[src/rtl/note_scheduler.sv]
// note_scheduler
//   Plays a song chart stored in a synchronous ROM into the strum lanes.
//   Each chart entry is {mask, gap}: the mask is emitted on drop_block for one
//   frame interval, and gap frame ticks later the next entry is emitted.
//   An all-zero entry ends the song.
//
// Ports
//   clk, rst        clock and synchronous active-high reset
//   frame_tick      one-cycle pulse per display frame (>= 4 clk apart)
//   start           one-cycle pulse, starts playback at chart address 0
//   pause           level; paused ticks do not advance the chart
//   rom_addr        chart ROM address
//   rom_data        chart ROM word, valid one cycle after rom_addr
//   drop_block      per-lane drop request, held for one frame interval
//   playing, done   playback status
//   note_count      lane-notes emitted since start, saturating
module note_scheduler #(
  parameter int LANES  = 4,
  parameter int ADDR_W = 8,
  parameter int WAIT_W = 12
) (
  input  logic                    clk,
  input  logic                    rst,
  input  logic                    frame_tick,
  input  logic                    start,
  input  logic                    pause,
  output logic [ADDR_W-1:0]       rom_addr,
  input  logic [LANES+WAIT_W-1:0] rom_data,
  output logic [LANES-1:0]        drop_block,
  output logic                    playing,
  output logic                    done,
  output logic [15:0]             note_count
);

  typedef enum logic [2:0] {
    S_IDLE,
    S_FETCH,
    S_DECODE,
    S_ARMED,
    S_DONE
  } state_t;

  state_t              state_reg, state_next;
  logic [ADDR_W-1:0]   addr_reg, addr_next;
  logic [WAIT_W-1:0]   gap_cnt_reg, gap_cnt_next;
  logic [LANES-1:0]    pend_mask_reg, pend_mask_next;
  logic [WAIT_W-1:0]   pend_gap_reg, pend_gap_next;
  logic [LANES-1:0]    drop_reg, drop_next;
  logic [15:0]         count_reg, count_next;
  logic                playing_reg, playing_next;
  logic                done_reg, done_next;

  logic [LANES-1:0]    rom_mask;
  logic [WAIT_W-1:0]   rom_gap;
  logic [15:0]         pend_pop;
  logic [16:0]         count_sum;
  logic [15:0]         count_sat;
  logic                tick_live;

  assign rom_mask  = rom_data[LANES+WAIT_W-1:WAIT_W];
  assign rom_gap   = rom_data[WAIT_W-1:0];
  assign tick_live = frame_tick && !pause;

  // Number of lanes in the pending mask, added to note_count on emission.
  always_comb begin
    pend_pop = '0;
    for (int i = 0; i < LANES; i++) begin
      pend_pop = pend_pop + 16'(pend_mask_reg[i]);
    end
  end

  assign count_sum = {1'b0, count_reg} + {1'b0, pend_pop};
  assign count_sat = count_sum[16] ? 16'hFFFF : count_sum[15:0];

  always_comb begin
    state_next     = state_reg;
    addr_next      = addr_reg;
    gap_cnt_next   = gap_cnt_reg;
    pend_mask_next = pend_mask_reg;
    pend_gap_next  = pend_gap_reg;
    drop_next      = drop_reg;
    count_next     = count_reg;

    // Any tick that does not emit clears the drop, so a drop lasts exactly
    // one frame interval regardless of state or pause.
    if (frame_tick) begin
      drop_next = '0;
    end

    case (state_reg)
      S_IDLE, S_DONE: begin
        if (start) begin
          addr_next    = '0;
          gap_cnt_next = WAIT_W'(1);
          count_next   = '0;
          state_next   = S_FETCH;
        end
      end
      S_FETCH: begin
        state_next = S_DECODE;
      end
      S_DECODE: begin
        if (rom_data == '0) begin
          state_next = S_DONE;
        end else begin
          pend_mask_next = rom_mask;
          pend_gap_next  = rom_gap;
          state_next     = S_ARMED;
        end
      end
      S_ARMED: begin
        if (tick_live) begin
          if (gap_cnt_reg <= WAIT_W'(1)) begin
            drop_next    = pend_mask_reg;
            count_next   = count_sat;
            gap_cnt_next = (pend_gap_reg == '0) ? WAIT_W'(1) : pend_gap_reg;
            // The last ROM address ends the song rather than wrapping to 0.
            if (addr_reg == '1) begin
              state_next = S_DONE;
            end else begin
              addr_next  = addr_reg + ADDR_W'(1);
              state_next = S_FETCH;
            end
          end else begin
            gap_cnt_next = gap_cnt_reg - WAIT_W'(1);
          end
        end
      end
      default: begin
        state_next = S_IDLE;
      end
    endcase

    playing_next = (state_next == S_FETCH) || (state_next == S_DECODE) ||
                   (state_next == S_ARMED);
    done_next    = (state_next == S_DONE);
  end

  always_ff @(posedge clk) begin
    if (rst) begin
      state_reg     <= S_IDLE;
      addr_reg      <= '0;
      gap_cnt_reg   <= WAIT_W'(1);
      pend_mask_reg <= '0;
      pend_gap_reg  <= '0;
      drop_reg      <= '0;
      count_reg     <= '0;
      playing_reg   <= 1'b0;
      done_reg      <= 1'b0;
    end else begin
      state_reg     <= state_next;
      addr_reg      <= addr_next;
      gap_cnt_reg   <= gap_cnt_next;
      pend_mask_reg <= pend_mask_next;
      pend_gap_reg  <= pend_gap_next;
      drop_reg      <= drop_next;
      count_reg     <= count_next;
      playing_reg   <= playing_next;
      done_reg      <= done_next;
    end
  end

  assign rom_addr   = addr_reg;
  assign drop_block = drop_reg;
  assign playing    = playing_reg;
  assign done       = done_reg;
  assign note_count = count_reg;

endmodule

[config.mk]
export PLATFORM = sky130hd
export DESIGN_NAME = note_scheduler
export DESIGN_NICKNAME = d
export VERILOG_FILES = /design/src/rtl/note_scheduler.sv
export SDC_FILE = /design/constraint.sdc
export NUM_CORES = 1
export LEC_CHECK = 0
export ABC_AREA = 1
export BUFFER_PORTS_ARGS = -buffer_cell sky130_fd_sc_hd__buf_2
export CAP_MARGIN = 20
export CORE_MARGIN = 5
export CORE_UTILIZATION = 45
export CTS_BUF_LIST = sky130_fd_sc_hd__clkbuf_8
export CTS_CLUSTER_SIZE = 20
export DETAILED_ROUTE_END_ITERATION = 12
export PLACE_DENSITY = 0.63
export SLEW_MARGIN = 20
export SYNTH_ARGS = -nofsm -noshare
export SYNTH_HDL_FRONTEND = slang
export SYNTH_SLANG_ARGS = --single-unit
[constraint.sdc]
create_clock -name clk -period 3 [get_ports clk]
set_clock_uncertainty 0.2 [all_clocks]
set_input_delay 0.3 -clock clk [delete_from_list [all_inputs] [get_ports clk]]
set_output_delay 0.3 -clock clk [all_outputs]
set_load 0.02 [all_outputs]
==> metrics.yaml <==
clk_latency_ns: 0.33
grt_pass1_vias: 3235
crit_path_max_fanout: 8
p_per_area_nw_per_um2: 508
finalCritPeriodShare: 0.921
synth_fp_nets: 574
vias: 3502
cap_violations: 0
final_common_cell: "nand2_1"
antenna_left: 0
drt_iter0_markers: 137
crit_start: "note_count[0]"
area_growth_pct: 15.4
coreArea_um2: 7730
rsz0062_at_grt: "no"
track_usage: 0.183
largest_reg_flops: 16
die_area_um2: 9810
globalplace.congestion: 0.923
cts_tree: "yes"
fmax_mhz: 362
path_clk_slew_ns: 0.07
hp-class: "input port to flop"
io_buffers: 50
final_cell_mix: "nand2_1 (158), inv_1 (64), dfxtp_1 (61), nor2_1 (59), a21oi_1 (51)"
cts_made_buffers: 9
grt-ovfl-total: 0
initial_core_util: 0.462
fin_setup_tns_ns: 0
fin_nets: 624
n_antenna_cell: 0
finalSetupViolCount: 0
die_h_um: 99.0
drive_gt1_frac: 0.158
yosysUniqueCellTypes: 32
synth_area_per_cell_um2: 6.53
required_ns: 3.06
synth-seq-cells: 61
startpoint_type: "flop"
rr_endpoint: "note_count[15]"
drt-vias-per-instance: 4.98
dpl.hpwl_mm: 6.43
endpoint: "note_count[15]"
dieWidth_um: 99.0
nFillCells: 770
outcome: "finished, final reports clean"
rows: 32
clkSinkCount: 61
antenna_found_initial: 0
yosysSeqAreaShare: 0.342
tightest_slew_ns: 0.539
yosys_warnings: 0
fin_util: 0.533
grt_pass1_wl_mm: 15.0
wire_per_inst_um: 12.5
drtPass1Iterations: 4
syn_inst: 546
period_minus_slack_ns: 2.76
worstRegToRegCells: 12
grt_max_degree: 39
final_cells: 703
p_leak_nw: 1.89
routed_wl_mm: 8.78
syn_area_um2: 3570
path_class: "flop to flop"
end_kind: "flop"
ctsLongestPathBuffers: 2
slew_headroom: 0.640
io_pins: 51
finalHoldViolCount: 0
whs_ns: 0.0621
vdd_drop_max_mv: 0.343
reg2reg_from: "note_count[0]"
hold_buffers: 0
h-tree-depth: 3
slew_viol_final: 0
crit_arrival_ns: 2.82
drc: 0
cts_root_buffer: "clkbuf_8"
dp_cells: 686
r2r_slack_ns: 0.24
-- power breakdown --
part	leakage, nW	switching (mW)	internal, mW
clock network	0.112	0.337	0.489
registers	0.494	0.0319	0.856
logic	1.28	0.253	0.123
-- repair_timing --
| action | in CTS | in global routing |
|---|---|---|
| resized for setup | 0 | 1 |
| endpoints found under the setup margin | 0 | 10 |
| buffers inserted | 0 | 1 |
-- final cells by class --
cell class                 count  area [um2]  area share
multi-input combinational    402        2010       0.488
clock buffer                  10         138      0.0334
inverter                      69         260      0.0632
clock inverter                 6        86.3      0.0210
tap                          102         128      0.0310
timing repair buffer          53         273      0.0663
sequential                    61        1220       0.297
-- critical path, stage by stage (launching register included) --
cell	delay (ns)
dfxtp_1	0.34
fa_1	0.55
fa_1	0.20
inv_1	0.06
fa_1	0.40
inv_1	0.09
nand2_1	0.08
nor2_4	0.22
nand4_1	0.12
buf_4	0.17
nand3_1	0.08
nand2_1	0.05
a21oi_1	0.13
-- worst min path at each step --
stage / startpoint / to / slack [ns] / cells after the start
3_5_place_dp: drop_block[3] / drop_block[3] / 0.26 / 2
4_1_cts: rom_data[15] / pend_mask_reg[3] / 0.04 / 3
3_3_place_gp: drop_block[3] / drop_block[3] / 0.26 / 2
6_report: rom_data[15] / pend_mask_reg[3] / 0.06 / 3
2_1_floorplan: pend_gap_reg[7] / pend_gap_reg[7] / 0.24 / 2
5_1_grt: rom_data[15] / pend_mask_reg[3] / 0.06 / 3
-- cell families (layout without fill, tap and decap cells) --
group,count (synthesis),count (layout),share of synthesized area
AO/OA/AOI/OAI,88,88,0.128
AND/OR/NAND/NOR,297,297,0.380
buffers and inverters,83,138,0.0944
flip-flops,61,61,0.342
XOR/XNOR,10,10,0.0246
adder cells (fa/ha/maj),7,7,0.0309
-- per-layer routing --
layer / vias up / GRT usage / share of wire
met4: 0 / 0.0536 / 0.0099
met3: 7 / 0.0276 / 0.042
li1: 1842 / - / -
met2: 67 / 0.295 / 0.45
met5: - / 0 / 0
met1: 1586 / 0.253 / 0.50
-- through the flow --
step | total power [mW] | setup slack, ns | cell area, um2
2_1_floorplan | 1.19 | 0.353 | 3570
5_1_grt | 2.21 | 0.00540 | 4120
3_5_place_dp | 1.28 | 0.153 | 3880
6_report | 2.09 | 0.237 | 4120
4_1_cts | 2.11 | 0.125 | 4110
3_3_place_gp | 1.28 | 0.237 | 3880
-- synthesized netlist by cell type (all sizes together) --
master / number / area, um2
fa: 3 / 60.1
a31oi: 2 / 12.5
a21oi: 51 / 255
nand3: 46 / 268
nand4: 11 / 75.1
ha: 4 / 50.1
or2: 2 / 12.5
nand3b: 3 / 22.5
inv: 68 / 255
xnor2: 4 / 35.0
nor3: 2 / 15.0
o211ai: 3 / 22.5
o21ai: 30 / 150
xor2: 6 / 52.6
clkbuf: 7 / 26.3
dfxtp: 61 / 1220
clkinv: 1 / 5.00
nor2: 69 / 323
nand2: 164 / 641
o21bai: 2 / 15.0
buf: 7 / 50.1
Note: power is estimated with default switching activity, not from simulation.
